File: src/rtl/fft_frame_ctrl.sv
// Frame-level flow controller in front of the stage-0 FFT datapath: accepts 16-sample
// beats, bounds the number of frames in flight and flags stream errors. Samples pass as raw bits.
module fft_frame_ctrl #(
  parameter int NUM_BEATS    = 32,
  parameter int MAX_INFLIGHT = 2,
  parameter int DW           = 9,
  localparam int BW = $clog2(NUM_BEATS),
  localparam int IW = $clog2(MAX_INFLIGHT + 1)
) (
  input  logic                 clk,
  input  logic                 rstn,
  input  logic                 frame_en,
  input  logic                 s_valid,
  output logic                 s_ready,
  input  logic [15:0][DW-1:0]  s_din_i,
  input  logic [15:0][DW-1:0]  s_din_q,
  output logic                 din_valid,
  output logic [15:0][DW-1:0]  din_i,
  output logic [15:0][DW-1:0]  din_q,
  output logic [BW-1:0]        beat_idx,
  output logic                 frame_start,
  input  logic                 valid_out,
  output logic                 frame_done,
  output logic [IW-1:0]        inflight,
  output logic                 busy,
  input  logic                 err_clr,
  output logic                 err_gap,
  output logic                 err_spur
);

  typedef enum logic [0:0] {IDLE = 1'b0, LOAD = 1'b1} state_t;

  localparam logic [BW-1:0] LAST_BEAT = BW'(NUM_BEATS - 1);
  localparam logic [IW-1:0] MAX_IF    = IW'(MAX_INFLIGHT);

  state_t              state_r, state_s;
  logic [BW-1:0]       in_cnt_r, in_cnt_s;
  logic [BW-1:0]       out_cnt_r, out_cnt_s;
  logic [IW-1:0]       inflight_r, inflight_s;
  logic                xfer_s, first_s, last_s, count_out_s, done_s;
  logic                gap_set_s, spur_set_s, err_gap_s, err_spur_s;
  logic                err_gap_r, err_spur_r;
  logic                din_valid_r, frame_start_r, frame_done_r, busy_r;
  logic [BW-1:0]       beat_idx_r;
  logic [15:0][DW-1:0] din_i_r, din_q_r;

  // Next-state, counter and error-flag logic.
  always_comb begin
    xfer_s      = s_valid & (state_r == LOAD);
    first_s     = xfer_s & (in_cnt_r == {BW{1'b0}});
    last_s      = xfer_s & (in_cnt_r == LAST_BEAT);
    count_out_s = valid_out & (inflight_r != {IW{1'b0}});
    done_s      = count_out_s & (out_cnt_r == LAST_BEAT);
    gap_set_s   = (state_r == LOAD) & ~s_valid & (in_cnt_r != {BW{1'b0}});
    spur_set_s  = valid_out & (inflight_r == {IW{1'b0}});

    inflight_s = inflight_r;
    case ({first_s, done_s})
      2'b10:   inflight_s = inflight_r + IW'(1'b1);
      2'b01:   inflight_s = inflight_r - IW'(1'b1);
      default: inflight_s = inflight_r;
    endcase

    // A frame is only left at its last beat, so frame_en dropping never truncates it.
    state_s = state_r;
    case (state_r)
      IDLE: begin
        if (frame_en && (inflight_r < MAX_IF)) state_s = LOAD;
        else                                   state_s = IDLE;
      end
      LOAD: begin
        if (last_s && !(frame_en && (inflight_s < MAX_IF))) state_s = IDLE;
        else                                                  state_s = LOAD;
      end
      default: state_s = IDLE;
    endcase

    in_cnt_s = in_cnt_r;
    if (state_r == IDLE) in_cnt_s = {BW{1'b0}};
    else if (xfer_s)     in_cnt_s = last_s ? {BW{1'b0}} : in_cnt_r + BW'(1'b1);
    else                 in_cnt_s = in_cnt_r;

    out_cnt_s = out_cnt_r;
    if (count_out_s) out_cnt_s = done_s ? {BW{1'b0}} : out_cnt_r + BW'(1'b1);
    else             out_cnt_s = out_cnt_r;

    // Setting an error wins over clearing it in the same cycle.
    err_gap_s = err_gap_r;
    if (gap_set_s)    err_gap_s = 1'b1;
    else if (err_clr) err_gap_s = 1'b0;
    else              err_gap_s = err_gap_r;

    err_spur_s = err_spur_r;
    if (spur_set_s)   err_spur_s = 1'b1;
    else if (err_clr) err_spur_s = 1'b0;
    else              err_spur_s = err_spur_r;
  end

  // Control state, counters and sticky error flags.
  always_ff @(posedge clk or negedge rstn) begin
    if (!rstn) begin
      state_r    <= IDLE;
      in_cnt_r   <= {BW{1'b0}};
      out_cnt_r  <= {BW{1'b0}};
      inflight_r <= {IW{1'b0}};
      err_gap_r  <= 1'b0;
      err_spur_r <= 1'b0;
    end else begin
      state_r    <= state_s;
      in_cnt_r   <= in_cnt_s;
      out_cnt_r  <= out_cnt_s;
      inflight_r <= inflight_s;
      err_gap_r  <= err_gap_s;
      err_spur_r <= err_spur_s;
    end
  end

  // Registered beat handoff and status pulses toward the datapath.
  always_ff @(posedge clk or negedge rstn) begin
    if (!rstn) begin
      din_valid_r   <= 1'b0;
      din_i_r       <= {(16*DW){1'b0}};
      din_q_r       <= {(16*DW){1'b0}};
      beat_idx_r    <= {BW{1'b0}};
      frame_start_r <= 1'b0;
      frame_done_r  <= 1'b0;
      busy_r        <= 1'b0;
    end else begin
      din_valid_r   <= xfer_s;
      frame_start_r <= first_s;
      frame_done_r  <= done_s;
      busy_r        <= (state_s == LOAD) | (inflight_s != {IW{1'b0}});
      if (xfer_s) begin
        din_i_r    <= s_din_i;
        din_q_r    <= s_din_q;
        beat_idx_r <= in_cnt_r;
      end else begin
        din_i_r    <= din_i_r;
        din_q_r    <= din_q_r;
        beat_idx_r <= beat_idx_r;
      end
    end
  end

  assign s_ready     = (state_r == LOAD);
  assign din_valid   = din_valid_r;
  assign din_i       = din_i_r;
  assign din_q       = din_q_r;
  assign beat_idx    = beat_idx_r;
  assign frame_start = frame_start_r;
  assign frame_done  = frame_done_r;
  assign inflight    = inflight_r;
  assign busy        = busy_r;
  assign err_gap     = err_gap_r;
  assign err_spur    = err_spur_r;

endmodule
File: config.mk
export PLATFORM = sky130hd
export DESIGN_NAME = fft_frame_ctrl
export DESIGN_NICKNAME = d
export VERILOG_FILES = /design/src/rtl/fft_frame_ctrl.sv
export SDC_FILE = /design/constraint.sdc
export NUM_CORES = 1
export LEC_CHECK = 0
export ABC_AREA = 1
export CORE_AREA = 3 3 229 231
export CTS_BUF_LIST = sky130_fd_sc_hd__clkbuf_2 sky130_fd_sc_hd__clkbuf_4 sky130_fd_sc_hd__clkbuf_8
export CTS_CLUSTER_DIAMETER = 200
export DETAILED_ROUTE_END_ITERATION = 10
export DIE_AREA = 0 0 232 234
export PLACE_DENSITY = 0.52
export SLEW_MARGIN = 0
export SYNTH_ARGS = -nofsm -noshare
export SYNTH_HDL_FRONTEND = slang
export SYNTH_SLANG_ARGS = --single-unit
File: constraint.sdc
create_clock -name clk -period 3.6 [get_ports clk]
set_input_delay 0.72 -clock clk [delete_from_list [all_inputs] [get_ports clk]]
set_output_delay 0.72 -clock clk [all_outputs]
set_load 0.02 [all_outputs]
==> flow_metrics.tcl, run 1 <==
set metrics [dict create \
    status "finished clean" \
    synth_area_mm2 0.0119 \
    grt.total_usage 0.157 \
    grt_max_degree 145 \
    hp-class "input port to asynchronous set/reset pin" \
    pwr-share-seq 0.411 \
    power_density_mw_per_mm2 514 \
    cap_violations 0 \
    multiInputGateArea_mm2 0.00365 \
    grt_pass1_wl_mm 66.3 \
    numCtsBuffers 57 \
    syn_avg_cell_area_um2 8.88 \
    cts_tree "done" \
    clockRootBuffer "clkbuf_8" \
    worst_skew_pair.late_latency_ns 0.65 \
    mostFrequentLayoutCells "890 x nand2_1, 594 x clkdlybuf4s50_1, 312 x dfrtp_1" \
    path_clk_slew_ns 0.06 \
    synth_seq_area_share 0.657 \
    r2r_setup_slack_ns 1.57 \
    reg2reg_depth 13 \
    yosysUniqueCellTypes 20 \
    combPwrFrac 0.235 \
    critical_path_class "register to output pin" \
    syn_to_final_growth_pct 66.6 \
    required_ns 2.88 \
    wl_per_cell_um 16.8 \
    ant_nets 0 \
    cts_buffer_depth 3 \
    path_cells "clkdlybuf4s50_1" \
    fillers 5057 \
    setup_violations 0 \
    met2_usage 0.263 \
    rsz0062_at_grt "false" \
    fin_crit_ns 2.50 \
    synth_area_leaders "dfrtp_1 66%, nand2_1 28%, buf_2 1.8%" \
    final_common_cell "nand2_1" \
    rows 82 \
    core_area_mm2 0.0503 \
    numPortBuffers 595 \
    crit_path_top_delay_cell "clkdlybuf4s50_1" \
    finalMaxSlewViolations 0 \
    grt-busiest-layer "met2" \
    grt_pass1_vias 11100 \
    worst_slack_ns 1.10 \
    reg2reg_from "out_cnt_r[1]$_DFFE_PN0P_" \
    worstMarginPinSlew_ns 0.833 \
    hold_viol_final 0 \
    postCtsSetupBuffers 0 \
    dieArea_mm2 0.0543 \
    placed_cell_area_mm2 0.0186 \
    drt_iter0_drc 535 \
    syn_nets 1637 \
    global_route.usage.met1 0.184 \
    ir_worst_vdd_mv 0.269 \
    cp-start-kind "register" \
    clkSinkCount 312 \
    vias_per_cell 4.03 \
    seq_area_mm2 0.00781 \
    leakagePower_uw 0.00968 \
    cp_max_fo 4 \
    pre_cts_ws_ns 0.996 \
    route.vias.total 10700 \
    dr.pass1.iters 5 \
    ys_seq_elements 312 \
    grtUsageMet3 0.0657 \
    initial_core_util 0.236 \
    intPower_uw 7100 \
    yosysTopAreaCellShare 0.657 \
    grt_overflow 0 \
    io-pin-count 596 \
    crit_arrival_ns 1.78 \
    end_kind "output pin" \
    swShare 0.302 \
    routed_wl_mm 44.8 \
    nNetsFinal 2242 \
    design_area_mm2 0.0198 \
    synthCells 1337 \
    yosysTopAreaCell "dfrtp_1" \
    cts_hold_buf 0 \
    chipHeight_um 234 \
    drive_gt1_frac 0.0619 \
    gp_congestion 0.801 \
    yosysWarnings 0 \
    worstReg2RegEnd "busy$_DFF_PN0_" \
    finalClockSkew_ns 0.0334 \
    hold_ws_ns 0.0932 \
    postCtsResizedCells 0 \
    clock.fmax_mhz 400 \
    place_hpwl_mm 32.0 \
    remaining_drc_errors 0 \
    cp_top_family "buffers and inverters" \
    tns_ns 0 \
    slew_headroom 0.445 \
    worst-path-buf-inv 1 \
    fin_crit_sh 0.695 \
    die_w_um 232 \
    layout.cells.non_filler 2660 \
    dp.cells 2555 \
    switchingPower_uw 3070 \
    cts_max_level 2 \
    max_stage_delay_ns 0.68 \
    power_frac_clock 0.354 \
    antenna_found_initial 7 \
]
metrics by stage:
| stage | utilization | total power, µW |
|---|---|---|
| finish | 0.394 | 10200 |
| global route | 0.394 | 10700 |
| CTS | 0.394 | 10400 |
| detailed placement | 0.369 | 6660 |
| global placement | 0.369 | 6640 |
| floorplan | - | 5220 |
registers in the layout, indices dropped and copies added (netlist names), 2 cells and up:
name,cells
din_i,144
inflight,2
out_cnt_r,5
beat_idx,5
in_cnt_r,5
din_q,144
cells in the mapped netlist:
cell / instances
xnor2_1: 2
buf_4: 14
nand2_1: 890
inv_1: 23
nand2_2: 1
o22ai_1: 2
o21ai_2: 1
buf_2: 43
ha_1: 6
clkinv_2: 1
a21oi_1: 4
xor2_1: 1
o21ai_0: 12
nor2_2: 1
nand3_1: 5
nor3_1: 1
clkbuf_1: 7
nand4_1: 2
dfrtp_1: 312
nor2_1: 9
kinds of logic after synthesis:
group,Yosys count,share of synthesized area
buf+inv,88,0.0369
compound gates,19,0.00853
fa+ha+maj,6,0.00632
flops,312,0.657
xor+xnor,3,0.00221
simple gates,909,0.289
worst max path at each step:
stage	start	endpoint	slack (ns)	cells past startpoint
after floorplan	s_valid	busy$_DFF_PN0_	1.62	11
after global placement	s_valid	busy$_DFF_PN0_	0.99	11
after detailed placement	s_valid	busy$_DFF_PN0_	1.0	11
after CTS	s_ready$_DFF_PN0_	s_ready	1.00	1
after global routing	s_ready$_DFF_PN0_	s_ready	0.98	1
final	s_ready$_DFF_PN0_	s_ready	1.10	1
per-layer routing:
layer / share of wire / up-vias
li1: - / 5249
met1: 0.40 / 4957
met2: 0.48 / 431
met3: 0.099 / 67
met4: 0.025 / 6
met5: 0.00092 / -
layout make-up:
| cell class | count | share of cell area |
|---|---|---|
| sequential | 312 | 0.395 |
| clock inverter | 17 | 0.00620 |
| inverter | 24 | 0.00493 |
| clock buffer | 86 | 0.0560 |
| multi-input combinational | 937 | 0.184 |
| antenna | 2 | 0.000253 |
| tap | 672 | 0.0425 |
| timing repair buffer | 610 | 0.311 |
worst reg2reg max path: cells and delay by family (launching register included):
| family | cells | cell delay, ns |
|---|---|---|
| adder cells (fa/ha/maj) | 3 | 0.63 |
| buffers and inverters | 2 | 0.16 |
| flip-flops | 1 | 0.37 |
| AND/OR/NAND/NOR | 8 | 0.76 |
power by group through the flow:
stage,clock network (µW),registers [µW],logic (µW)
2_1_floorplan,0,4670,554
3_5_place_dp,0,4240,2420
4_1_cts,3750,4190,2430
5_1_grt,3900,4240,2580
6_report,3600,4180,2390
3_3_place_gp,0,4230,2410
Note: power is estimated with default switching activity, not from simulation.
==> run 2: changes to the inputs <==
--- a/config.mk
+++ b/config.mk
@@ -6,12 +6,12 @@
 export NUM_CORES = 1
 export LEC_CHECK = 0
 export ABC_AREA = 1
-export CORE_AREA = 3 3 229 231
+export CORE_AREA = 3 3 231 233
 export CTS_BUF_LIST = sky130_fd_sc_hd__clkbuf_2 sky130_fd_sc_hd__clkbuf_4 sky130_fd_sc_hd__clkbuf_8
 export CTS_CLUSTER_DIAMETER = 200
 export DETAILED_ROUTE_END_ITERATION = 10
-export DIE_AREA = 0 0 232 234
-export PLACE_DENSITY = 0.52
+export DIE_AREA = 0 0 234 236
+export PLACE_DENSITY = 0.53
 export SLEW_MARGIN = 0
 export SYNTH_ARGS = -nofsm -noshare
 export SYNTH_HDL_FRONTEND = slang
==> constraint.sdc (replaced) <==
create_clock -name clk -period 2.1 [get_ports clk]
set_input_delay 0.42 -clock clk [delete_from_list [all_inputs] [get_ports clk]]
set_output_delay 0.42 -clock clk [all_outputs]
set_load 0.02 [all_outputs]
==> run 2 against run 1 <==
  * Worst setup slack got worse by 1.0 ns
  * Sequential share of layout area fell by 0.41 points
  * Wire length fell by 2.1%
  * Critical endpoint is now din_q[115]
==> flow_metrics.tcl, run 2 (synthesis results as in run 1) <==
set metrics [dict create \
    postCtsSetupBuffers 0 \
    rsz0062_at_grt "false" \
    nNetsFinal 2270 \
    syn_to_final_growth_pct 68.4 \
    ir_worst_vdd_mv 0.407 \
    setup_violations 0 \
    switchingPower_uw 5060 \
    vias_per_cell 4.08 \
    initial_core_util 0.231 \
    final_core_util 0.389 \
    cap_violations 0 \
    hold_ws_ns 0.310 \
    intPower_uw 11900 \
    worst_skew_pair.late_latency_ns 0.63 \
    mostFrequentLayoutCells "890 x nand2_1, 395 x clkdlybuf4s50_1, 312 x dfrtp_1" \
    remaining_drc_errors 0 \
    fin_crit_sh 0.958 \
    drt_iter0_drc 500 \
    crit_path_top_delay_cell "clkdlybuf4s50_1" \
    max_stage_delay_ns 0.62 \
    leakagePower_uw 0.0108 \
    grt.total_usage 0.154 \
    path_clk_slew_ns 0.06 \
    crit_arrival_ns 1.59 \
    routed_wl_mm 43.9 \
    cts_max_level 2 \
    n_antenna_cell 0 \
    clock.fmax_mhz 497 \
    finalClockSkew_ns 0.0320 \
    grt_overflow 0 \
    numCtsBuffers 57 \
    grt_pass1_vias 11400 \
    cts_buffer_depth 3 \
    final_common_cell "nand2_1" \
    fin_crit_ns 2.01 \
    status "finished clean" \
    grt_pass1_wl_mm 66.5 \
    cp-start-kind "register" \
    finalMaxSlewViolations 0 \
    clockRootBuffer "clkbuf_8" \
    worstMarginPinSlew_ns 0.481 \
    route.vias.total 11000 \
    core_area_mm2 0.0514 \
    required_ns 1.68 \
    clkSinkCount 312 \
    hp-class "input port to asynchronous set/reset pin" \
    drive_gt1_frac 0.0709 \
    reg2reg_depth 12 \
    io-pin-count 596 \
    wl_per_cell_um 16.4 \
    grt_max_degree 100 \
    cp-startpoint "din_q[115]$_DFFE_PN0P_" \
    rows 83 \
    dr.pass1.iters 4 \
    die_w_um 234 \
    pwr-share-seq 0.420 \
    worst-path-buf-inv 1 \
    cp_max_fo 2 \
    chipHeight_um 236 \
    crit_cells 1 \
    slew_headroom 0.679 \
    end_kind "output pin" \
    critical_path_class "register to output pin" \
    combPwrFrac 0.231 \
    dieArea_mm2 0.0552 \
    cts_tree "done" \
    ant_nets 0 \
    antenna_found_initial 1 \
    reg2reg_from "in_cnt_r[1]$_DFFE_PN0P_" \
    swShare 0.298 \
    cp_top_family "buffers and inverters" \
    place_hpwl_mm 32.0 \
    fillers 5195 \
    hold_viol_final 0 \
    numPortBuffers 595 \
    path_cells "clkdlybuf4s50_1" \
    power_frac_clock 0.349 \
    gp_congestion 0.817 \
    power_density_mw_per_mm2 851 \
]
-- run 2: timing repair --
| action | 4_1_cts | 5_1_grt |
|---|---|---|
| endpoints found under the setup margin | 143 | 58 |
| gates resized for setup | 143 | 60 |
| hold endpoints to repair | 34 | 0 |
| hold buffers | 1 | 0 |
-- run 2: layout make-up --
class                           instances  area (µm²)  share of cell area
Tap cell                              680         851              0.0425
Inverter                               24        97.6             0.00488
Sequential cell                       312        7810               0.390
Clock buffer                           87        1070              0.0536
Clock inverter                          5        80.1             0.00400
Multi-Input combinational cell        937        3670               0.183
Timing Repair Buffer                  638        6420               0.321
-- run 2: final timing paths --
kind | slack (ns) | end
max | 0.09 | din_q[115]
min | 0.31 | din_i[102]$_DFFE_PN0P_
max reg2reg | 0.16 | busy$_DFF_PN0_
min reg2reg | 0.47 | din_q[58]$_DFFE_PN0P_
max in group asynchronous | 1.06 | din_i[48]$_DFFE_PN0P_
min in group clk | 0.32 | din_q[68]$_DFFE_PN0P_
-- run 2: routing by layer --
metal | part of all wire | wire length (µm) | global-route usage
met1 | 0.38 | 16700 | 0.173
met2 | 0.49 | 21500 | 0.264
met3 | 0.10 | 4470 | 0.0606
met4 | 0.028 | 1220 | 0.0512
met5 | 0.00021 | 9 | 0
-- run 2: power groups by stage --
stage / combinational, µW / clock (µW) / sequential (µW)
after floorplan: 949 / 0 / 8010
after CTS: 4020 / 6240 / 7160
after detailed placement: 4230 / 0 / 7260
after global placement: 4200 / 0 / 7230
after global routing: 4280 / 6510 / 7240
final: 3930 / 5930 / 7150
-- run 2: through the flow --
stage / power, µW / instances / setup WS (ns) / setup TNS (ns) / area [µm²]
finish: 17000 / 2683 / 0.0890 / 0 / 20000
global route: 18000 / 2683 / 0.000605 / 0 / 20000
CTS: 17400 / 2683 / 0.000127 / 0 / 19800
detailed placement: 11500 / 2590 / -0.104 / -15.61 / 18900
global placement: 11400 / 2590 / -0.0907 / -8.43 / 18900
floorplan: 8950 / 1337 / 0.283 / 0 / 11900
